--- src/rtl/flit_injector_pkg.sv ---
// Shared link-word definitions for the BLESS ring. The priority comparator,
// the router and the injector all decode the same control word layout.
package flit_injector_pkg;

  // Field widths of the link control word and payload.
  localparam int AGE_W     = 8;
  localparam int SRC_W     = 4;
  localparam int DEST_W    = 4;
  localparam int DATA_W    = 16;
  localparam int SPARE_W   = 3;
  localparam int CONTROL_W = SPARE_W + DEST_W + SRC_W + AGE_W + 1;

  // Field positions inside the control word (LSB first).
  localparam int VALID_F   = 0;
  localparam int AGE_LSB   = 1;
  localparam int SRC_LSB   = AGE_LSB + AGE_W;
  localparam int DEST_LSB  = SRC_LSB + SRC_W;
  localparam int SPARE_LSB = DEST_LSB + DEST_W;

  // Ages stop counting here instead of wrapping back to a "young" value.
  localparam logic [AGE_W-1:0] AGE_MAX = '1;

  // Control word as seen on the link; member order matches the field positions.
  typedef struct packed {
    logic [SPARE_W-1:0] spare;
    logic [DEST_W-1:0]  dest;
    logic [SRC_W-1:0]   src;
    logic [AGE_W-1:0]   age;
    logic               valid;
  } ctrl_t;

  // What the output stage loads at the next edge.
  typedef enum logic [1:0] {
    SLOT_IDLE    = 2'd0,
    SLOT_TRANSIT = 2'd1,
    SLOT_INJECT  = 2'd2
  } slot_sel_e;

  // Saturating one-step age increment.
  function automatic logic [AGE_W-1:0] age_sat_inc(input logic [AGE_W-1:0] age);
    return (age == AGE_MAX) ? AGE_MAX : age + 1'b1;
  endfunction

endpackage

--- src/rtl/flit_injector_inj_queue.sv ---
// Injection queue: circular buffer of {dest, data, wait_age}. Every waiting
// entry ages by one (saturating) per cycle so a starved flit enters the ring
// with a high priority.
module inj_queue
  import flit_injector_pkg::*;
#(
  parameter int DEPTH = 4,
  parameter int CNT_W = 3
) (
  input  logic              clk,
  input  logic              reset,
  input  logic              push,
  input  logic [DEST_W-1:0] push_dest,
  input  logic [DATA_W-1:0] push_data,
  input  logic              pop,
  output logic [DEST_W-1:0] head_dest,
  output logic [DATA_W-1:0] head_data,
  output logic [AGE_W-1:0]  head_age,
  output logic [CNT_W-1:0]  count
);

  localparam int PTR_W = (DEPTH > 1) ? $clog2(DEPTH) : 1;

  logic [PTR_W-1:0]  wr_ptr_reg;
  logic [PTR_W-1:0]  rd_ptr_reg;
  logic [CNT_W-1:0]  count_reg;
  logic [CNT_W-1:0]  count_next;
  logic              push_ok;
  logic              pop_ok;

  logic [DEST_W-1:0] dest_mem [DEPTH];
  logic [DATA_W-1:0] data_mem [DEPTH];
  logic [AGE_W-1:0]  age_reg  [DEPTH];
  logic [AGE_W-1:0]  age_next [DEPTH];

  // Guard against misuse: never overrun a full buffer or underrun an empty one.
  assign push_ok = push && (count_reg < CNT_W'(DEPTH));
  assign pop_ok  = pop && (count_reg != '0);

  // Occupancy follows push/pop; a simultaneous push and pop leaves it unchanged.
  always_comb begin
    count_next = count_reg;
    case ({push_ok, pop_ok})
      2'b10:   count_next = count_reg + 1'b1;
      2'b01:   count_next = count_reg - 1'b1;
      default: count_next = count_reg;
    endcase
  end

  // Pointers and occupancy; DEPTH is a power of two so pointers wrap naturally.
  always_ff @(posedge clk or posedge reset) begin
    if (reset) begin
      wr_ptr_reg <= '0;
      rd_ptr_reg <= '0;
      count_reg  <= '0;
    end else begin
      if (push_ok) wr_ptr_reg <= wr_ptr_reg + 1'b1;
      if (pop_ok)  rd_ptr_reg <= rd_ptr_reg + 1'b1;
      count_reg <= count_next;
    end
  end

  // Payload storage needs no reset: only entries inside the occupancy window are read.
  always_ff @(posedge clk) begin
    if (push_ok) begin
      dest_mem[wr_ptr_reg] <= push_dest;
      data_mem[wr_ptr_reg] <= push_data;
    end
  end

  // Per-entry wait-age update: a fresh push starts at 0, a waiting entry ages.
  generate
    for (genvar gi = 0; gi < DEPTH; gi++) begin : g_age
      logic [PTR_W-1:0] offset;
      logic             occupied;
      logic             popped;
      logic             pushed;

      assign offset   = PTR_W'(gi) - rd_ptr_reg;
      assign occupied = CNT_W'(offset) < count_reg;
      assign popped   = pop_ok && (rd_ptr_reg == PTR_W'(gi));
      assign pushed   = push_ok && (wr_ptr_reg == PTR_W'(gi));
      assign age_next[gi] = pushed                 ? '0 :
                            (occupied && !popped)  ? age_sat_inc(age_reg[gi]) :
                                                     age_reg[gi];
    end
  endgenerate

  // Wait-age registers, kept resettable so a discarded queue holds no stale age.
  always_ff @(posedge clk or posedge reset) begin
    if (reset) begin
      for (int i = 0; i < DEPTH; i++) age_reg[i] <= '0;
    end else begin
      for (int i = 0; i < DEPTH; i++) age_reg[i] <= age_next[i];
    end
  end

  assign head_dest = dest_mem[rd_ptr_reg];
  assign head_data = data_mem[rd_ptr_reg];
  assign head_age  = age_reg[rd_ptr_reg];
  assign count     = count_reg;

endmodule

--- src/rtl/flit_injector.sv ---
// Local injection point of a bufferless ring node. A queued local flit takes
// an empty link slot; otherwise the transit flit passes through one hop older.
// All link outputs are registered.
module flit_injector
  import flit_injector_pkg::*;
#(
  parameter int NODE_ID = 0,
  parameter int DEPTH   = 4,
  parameter int CNT_W   = 3
) (
  input  logic                 clk,
  input  logic                 reset,
  input  logic                 inj_valid,
  output logic                 inj_ready,
  input  logic [DEST_W-1:0]    inj_dest,
  input  logic [DATA_W-1:0]    inj_data,
  input  logic [CONTROL_W-1:0] link_ctrl_in,
  input  logic [DATA_W-1:0]    link_data_in,
  output logic [CONTROL_W-1:0] link_ctrl_out,
  output logic [DATA_W-1:0]    link_data_out,
  output logic                 inject_fire,
  output logic [CNT_W-1:0]     fifo_count
);

  ctrl_t             link_ctrl;
  ctrl_t             ctrl_next;
  ctrl_t             ctrl_out_reg;
  logic [DATA_W-1:0] data_next;
  logic [DATA_W-1:0] data_out_reg;
  logic              fire_next;
  logic              fire_reg;
  slot_sel_e         slot_sel;

  logic              slot_free;
  logic              queue_nonempty;
  logic              do_push;
  logic              do_inject;
  logic [CNT_W-1:0]  count;
  logic [DEST_W-1:0] head_dest;
  logic [DATA_W-1:0] head_data;
  logic [AGE_W-1:0]  head_age;

  assign link_ctrl      = ctrl_t'(link_ctrl_in);
  assign slot_free      = ~link_ctrl.valid;
  assign queue_nonempty = (count != '0);
  // Ready comes only from the registered count, so a pop never raises it early.
  assign inj_ready      = (count < CNT_W'(DEPTH));
  assign do_push        = inj_valid && inj_ready;
  assign do_inject      = slot_free && queue_nonempty;

  inj_queue #(
    .DEPTH (DEPTH),
    .CNT_W (CNT_W)
  ) u_queue (
    .clk       (clk),
    .reset     (reset),
    .push      (do_push),
    .push_dest (inj_dest),
    .push_data (inj_data),
    .pop       (do_inject),
    .head_dest (head_dest),
    .head_data (head_data),
    .head_age  (head_age),
    .count     (count)
  );

  // Slot decision: a valid transit flit always wins; an empty slot takes the queue head.
  always_comb begin
    slot_sel = SLOT_IDLE;
    if (!slot_free) begin
      slot_sel = SLOT_TRANSIT;
    end else if (queue_nonempty) begin
      slot_sel = SLOT_INJECT;
    end
  end

  // Build the next output word for the chosen slot content.
  always_comb begin
    ctrl_next = '0;
    data_next = '0;
    fire_next = 1'b0;
    case (slot_sel)
      SLOT_TRANSIT: begin
        ctrl_next     = link_ctrl;
        ctrl_next.age = age_sat_inc(link_ctrl.age);
        data_next     = link_data_in;
      end
      SLOT_INJECT: begin
        ctrl_next.valid = 1'b1;
        ctrl_next.age   = head_age;
        ctrl_next.src   = SRC_W'(NODE_ID);
        ctrl_next.dest  = head_dest;
        data_next       = head_data;
        fire_next       = 1'b1;
      end
      default: begin
        ctrl_next = '0;
        data_next = '0;
        fire_next = 1'b0;
      end
    endcase
  end

  // Registered output stage towards the router input port.
  always_ff @(posedge clk or posedge reset) begin
    if (reset) begin
      ctrl_out_reg <= '0;
      data_out_reg <= '0;
      fire_reg     <= 1'b0;
    end else begin
      ctrl_out_reg <= ctrl_next;
      data_out_reg <= data_next;
      fire_reg     <= fire_next;
    end
  end

  assign link_ctrl_out = ctrl_out_reg;
  assign link_data_out = data_out_reg;
  assign inject_fire   = fire_reg;
  assign fifo_count    = count;

endmodule

--- config.mk ---
export PLATFORM = sky130hd
export DESIGN_NAME = flit_injector
export DESIGN_NICKNAME = d
export VERILOG_FILES = /design/src/rtl/flit_injector_pkg.sv /design/src/rtl/flit_injector_inj_queue.sv /design/src/rtl/flit_injector.sv
export SDC_FILE = /design/constraint.sdc
export NUM_CORES = 1
export LEC_CHECK = 0
export CAP_MARGIN = 20
export CORE_ASPECT_RATIO = 0.5
export CORE_MARGIN = 8
export CORE_UTILIZATION = 40
export CTS_CLUSTER_DIAMETER = 200
export CTS_CLUSTER_SIZE = 28
export DETAILED_ROUTE_END_ITERATION = 10
export GPL_ROUTABILITY_DRIVEN = 0
export PLACE_DENSITY = 0.72
export SLEW_MARGIN = 5
export SYNTH_ARGS = -nofsm -noshare
export SYNTH_HDL_FRONTEND = slang
export SYNTH_SLANG_ARGS = --single-unit
--- constraint.sdc ---
create_clock -name clk -period 2.65 [get_ports clk]
set_clock_uncertainty 0.1 [all_clocks]
set_input_delay 0.53 -clock clk [delete_from_list [all_inputs] [get_ports clk]]
set_output_delay 0.53 -clock clk [all_outputs]
set_load 0.005 [all_outputs]
==> reports/metrics.cfg <==
[layout]
largest_register_ffs = 64
diodes = 0
drive_gt1_share_pct = 14.4
fin_cells = 837
final_common_cell = clkdlybuf4s50_1
fill_cells = 1428
num-nets-final = 668
final_cell_mix = 98 x clkdlybuf4s50_1, 80 x edfxtp_1, 75 x dfrtp_1
area_delta_synth_final_pct = 27.9

[worst_setup_path]
r2r_end = u_queue.age_reg[9]
reg2reg_slack_ps = 550
critPathRequiredTime_ps = 2020
reg2reg_depth = 8
crit_path_cell_trace = inv_1, clkdlybuf4s50_1
start_kind = flip-flop
crit_slowest_cell = clkdlybuf4s50_1
critPathArrivalTime_ps = 1630
path_class = reg2out
reg2reg_from = u_queue.rd_ptr_reg[0]
cp_max_fo = 7
critical_path.max_stage_delay_ps = 550
end_kind = primary output

[die]
rows = 34
floorplan.initialDensity_pct = 40.4
die_area_sq_um = 22100
core_area_sq_um = 17200
ios = 100
die_x_um = 202
die_y_um = 109

[timing]
max_slew_margin_pct = 68.9
rsz0062_at_grt = no
setup-violations-final = 0
fin_crit_ps = 2260
report.final.slew_viol_count = 0
worst_pin_slew_ps = 465
hold_violations = 0
fmax_mhz = 443
timing.setup.tns_ps = 0
finalCritPeriodShare_pct = 85.2

[synth]
seq_area_frac_synth_pct = 62.0
yosysUniqueCellTypes = 44
yosysWarnings = 0
synth-seq-cells = 156
netlist_instances = 478
synthFlopType = edfxtp_1
async_flop_share_pct = 48.7
synth-edff-count = 80
synth_fp_nets = 556
netlist_area_sq_um = 6940
syn_avg_cell_area_sq_um = 14.5

[clock_tree]
cts_max_level = 4
cts_buffers = 17
cts_hold_repair.buffers = 0
clk_latency_ps = 410
root_buffer = clkbuf_16
clkTransAtPathRegs_ps = 60
clock_sinks = 156
post_cts_buffers = 0
cts_resized = 0
cts_tree = built
ctsLongestPathBuffers = 2

[detailed_routing]
post_drt_wl_per_cell_um = 19.2
num_vias = 4523
first_pass_iters = 5
viasPerCell = 5.40
drc = 0
drtIter0Drc = 354
ant_nets = 0
drt-total-wl_um = 16000

[pwr]
p_sw_share_pct = 33.6
p_switching_mw = 3.15
seq_power_share_pct = 38.7
ir_drop_v = 0.000509
p_int_mw = 6.21
power_frac_comb_pct = 36.7
p_leak_nw = 3.44
p_per_area_nw_per_um2 = 1050
clock_power_share_pct = 24.5

[placed_design]
dp.cells = 805
io_buffers = 99
post-dp-hpwl_um = 11100

[grt]
overflow = 0
grt_pass1_vias = 4643
antenna_found_initial = 0
grt.total_usage_pct = 14.7
grt_pass1_wl_um = 25300
grt_max_degree = 31

[job]
cap_violations = 0

[status]
outcome = completed

[hold_path]
min_path_type = in2async

worst max-delay path, delay by kind of cell (launching register included):
family                 cells  cell delay [ps]
DFF                        1              460
buffers and inverters      2              760
per-layer routing:
metal  track usage, %  wire length (um)  share of wire, %
met5                0                 0                 0
met4             5.04               221               1.4
met3             3.00               678               4.2
met2             25.4              8020                50
met1             18.4              7110                44
power by group through the flow:
stage               Combinational, mW  Clock, mW  Sequential, mW
finish                           3.44       2.30            3.62
global route                     3.77       2.43            3.69
CTS                              3.47       2.34            3.61
detailed placement               3.44          0            3.65
global placement                 3.37          0            3.62
floorplan                        2.29          0            3.51
metrics by stage:
step,hold WS (ps),setup slack (ps),utilization [%],instance area (sq um),total power [mW]
3_5_place_dp,453,342,48.4,8320,7.09
3_3_place_gp,437,395,48.4,8320,7.00
6_report,344,392,51.6,8870,9.36
2_1_floorplan,372,81.7,-,6940,5.80
5_1_grt,380,325,51.6,8870,9.90
4_1_cts,356,382,51.6,8870,9.42
cell usage after synthesis (2+ instances only):
cell type,number,share of area [%]
nor3_1,6,0.43
o21ai_0,12,0.87
and4b_1,3,0.43
edfxtp_1,80,35
buf_6,2,0.32
nor2b_1,10,0.90
a22o_1,21,2.7
nor2_1,8,0.43
buf_4,2,0.22
mux2i_1,3,0.43
a211oi_1,8,0.87
dfrtp_1,76,27
inv_1,18,0.97
xnor2_1,4,0.50
a41oi_1,3,0.38
nand2_1,25,1.4
nand2b_1,3,0.27
and3_1,20,1.8
nand4_1,7,0.63
a31oi_1,19,1.7
and2_1,18,1.6
and4_1,11,1.4
a41o_1,2,0.29
a311oi_1,13,1.6
xor2_1,4,0.50
mux4_2,28,9.1
buf_2,9,0.65
a21oi_1,14,1.0
nand3_1,6,0.43
ha_1,18,3.2
clkbuf_1,12,0.65
worst max-delay path by stage:
stage | startpoint | end | slack, ps | cells after the start
after floorplan | reset | inject_fire | 80 | 1
after global placement | inj_valid | u_queue.count[2] | 390 | 9
after detailed placement | inj_valid | u_queue.count[2] | 340 | 9
after CTS | u_queue.count[2] | inj_ready | 380 | 2
after global routing | u_queue.count[2] | inj_ready | 320 | 2
final | u_queue.count[2] | inj_ready | 390 | 2
final cells by class:
| type | count | area (sq um) | share of cell area (%) |
|---|---|---|---|
| clock buffer | 19 | 443 | 4.99 |
| tap | 234 | 293 | 3.30 |
| sequential | 156 | 4310 | 48.5 |
| timing repair buffer | 118 | 1200 | 13.6 |
| multi-input combinational | 279 | 2450 | 27.6 |
| inverter | 18 | 68.8 | 0.775 |
| clock inverter | 13 | 114 | 1.28 |
cells by family (layout without fill, tap and decap cells):
| kind of cell | Yosys count | in the layout | share of synthesized area (%) |
|---|---|---|---|
| xor gates and xnor gates | 8 | 8 | 1.01 |
| AOI/OAI and AO/OA | 100 | 100 | 10.9 |
| DFF | 156 | 156 | 62.0 |
| and+or+nand+nor | 121 | 121 | 10.2 |
| buffers and inverters | 43 | 168 | 2.81 |
| muxes | 31 | 31 | 9.52 |
| adders and majority gates | 19 | 19 | 3.53 |
Power figures use the tool's default switching activity.
==> edit: new RTL, same settings <==
`DEPTH` is set to 4 in 2 places; all go to 2.
--- a/src/rtl/flit_injector_inj_queue.sv
+++ b/src/rtl/flit_injector_inj_queue.sv
@@ -4,7 +4,7 @@
 module inj_queue
   import flit_injector_pkg::*;
 #(
-  parameter int DEPTH = 4,
+  parameter int DEPTH = 2,
   parameter int CNT_W = 3
 ) (
   input  logic              clk,
--- a/src/rtl/flit_injector.sv
+++ b/src/rtl/flit_injector.sv
@@ -5,7 +5,7 @@
   import flit_injector_pkg::*;
 #(
   parameter int NODE_ID = 0,
-  parameter int DEPTH   = 4,
+  parameter int DEPTH   = 2,
   parameter int CNT_W   = 3
 ) (
   input  logic                 clk,
Formal check against the unedited RTL: not equivalent (a bounded check fails within 4 cycles, from zero or initial values and one cycle with reset high).
==> edit against the unedited design <==
Power is 45% lower; count of clock-buffer cells in the layout shrank 10; non-clock buffer count down 11; area after synthesis down 39%; sequential cell count fell by 58; setup slack worse by 230 ps; final area decreased by 36%; critical endpoint unchanged; first-iteration DRC count decreased by 54%; wire length decreased by 43%.
==> edit: results (changes against the unedited design) <==
* Met3 Usage GRT at 4.41% (+1.4 points)
* Adder-cell share of the synthesized area at 1.66% (-1.9 points)
* Outcome: complete, no violations
* Share of layout cells above drive strength 1 at 8.89% (-5.5 points)
* Netlist cell types at 50 (+14%)
* LEAKAGE at 0.00230 µW (-33%)
* Ranking of synthesized cells by area: dfrtp_1, edfxtp_1, mux2i_1, o21ai_0, nand2_1
* Reg-to-reg slack, setup at 280 ps (-270 ps)
* DRT Pass-1 Iters at 6 (+1)
* # fillers at 874 (-39%)
* Gr usage total at 13.7% (-0.95 points)
* GR Util met1 at 15.8% (-2.6 points)
* Worst-Skew Late Latency at 340 ps (-70 ps)
* Synth cell count leaders: dfrtp_1, edfxtp_1, nand2_1, o21ai_0, mux2i_1
* Largest vdd supply drop at 0.379 mV (-25%)
* GR Layer Usage met2 at 24.4% (-1.0 points)
* Count of flip-flops with a built-in enable after synthesis at 40 (-50%)
* Synth async-reset ratio at 59.2% (+10 points)
* Post-Synth XOR/XNOR Area at 1.25% (+0.24 points)
* Max-Slew Margin vs Limit at 64.5% (-4.4 points)
* Htree depth at 3 (-1)
* Post-cts gate resize count at 0 (unchanged)
* Nets at 509 (-24%)
* Multiplexer share of the synthesized area at 7.37% (-2.1 points)
* Largest register by flop count: u_queue.data_mem
* First-pass GRT wire length at 15500 µm (-39%)
* Initial DRC count at 163 (-54%)
* Hold_ws at 425 ps (+80.7 ps)
* Largest net degree at the start of global routing at 38 (+23%)
* Synth Net Count at 404 (-27%)
* Post-DR vias/cell at 4.98 (-7.9%)
* Hold Crit Class: in2async
* Max reg flops at 32 (-50%)
* Arrival @ worst endpoint at 1860 ps (+230 ps)
* Post-detail-place hpwl at 6680 µm (-40%)
* Complex-gate fraction of the synthesized area at 11.7% (+0.82 points)
* Drt total wl at 9220 µm (-43%)
* CTS Buf Count at 9 (-8)
* Sequential share of the synthesized area at 63.0% (+0.99 points)
* Vias in the first global route at 3024 (-35%)
==> edit: cell types whose count changed after synthesis, sizes merged, moves of 18 or more <==
| cell | delta |
|---|---|
| a22o | -19 |
| and3 | -19 |
| dfrtp | -18 |
| edfxtp | -40 |
| mux2i | +28 |
| mux4 | -28 |
| o21ai | +22 |
==> edit: stage by stage <==
| step | instance area (µm²) | instances | total power [µW] | worst slack (ps) | util (%) |
|---|---|---|---|---|---|
| 2_1_floorplan | 4210 | 340 | 3160 | 355 | - |
| 6_report | 5710 | 590 | 5150 | 158 | 55.9 |
| 3_3_place_gp | 5380 | 574 | 3770 | 196 | 52.7 |
| 5_1_grt | 5710 | 590 | 5460 | 49.7 | 55.9 |
| 3_5_place_dp | 5380 | 574 | 3810 | 116 | 52.7 |
| 4_1_cts | 5710 | 590 | 5200 | 125 | 55.9 |
==> edit: cell families (layout without fill, tap and decap cells) <==
group                    Yosys count  after routing
AND/OR/NAND/NOR                   97             97
AO/OA/AOI/OAI                     71             71
flip-flops                        98             98
multiplexers                      31             31
adder cells (fa/ha/maj)            5              5
XOR/XNOR                           6              6
buffers and inverters             32            142
==> edit: worst paths after layout <==
path,from,to,depth (start not counted)
max in group asynchronous,reset,u_queue.rd_ptr_reg,3
min in group clk,u_queue.dest_mem[1][3],link_ctrl_out[16],2
min reg2reg,u_queue.dest_mem[1][3],link_ctrl_out[16],2
min,reset,link_ctrl_out[9],2
max reg2reg,u_queue.count[2],u_queue.count[2],9
max,u_queue.count[2],inj_ready,3
==> edit: power breakdown <==
group          switching, µW  internal, µW  total (µW)
registers                266          1900        2160
clock network            555           836        1390
logic                    779           815        1590
total                   1600          3550        5150
==> edit: final cells by class <==
class / count / area, µm² / share of cell area, %
Timing Repair Buffer: 107 / 1060 / 18.6
Tap cell: 140 / 175 / 3.07
Clock inverter: 7 / 98.8 / 1.73
Multi-Input combinational cell: 210 / 1410 / 24.8
Clock buffer: 9 / 225 / 3.95
Sequential cell: 98 / 2650 / 46.5
Inverter: 19 / 76.3 / 1.34
==> edit: critical path, cell delays in order, from the launching register on <==
cell	delay, ps
dfrtp_1	450
or2_1	450
clkinv_4	120
clkdlybuf4s50_1	500
==> edit: routing by layer <==
layer	wire [µm]	part of all wire [%]
met5	0	0
met4	142	1.5
met3	567	6.2
met2	4610	50
met1	3890	42
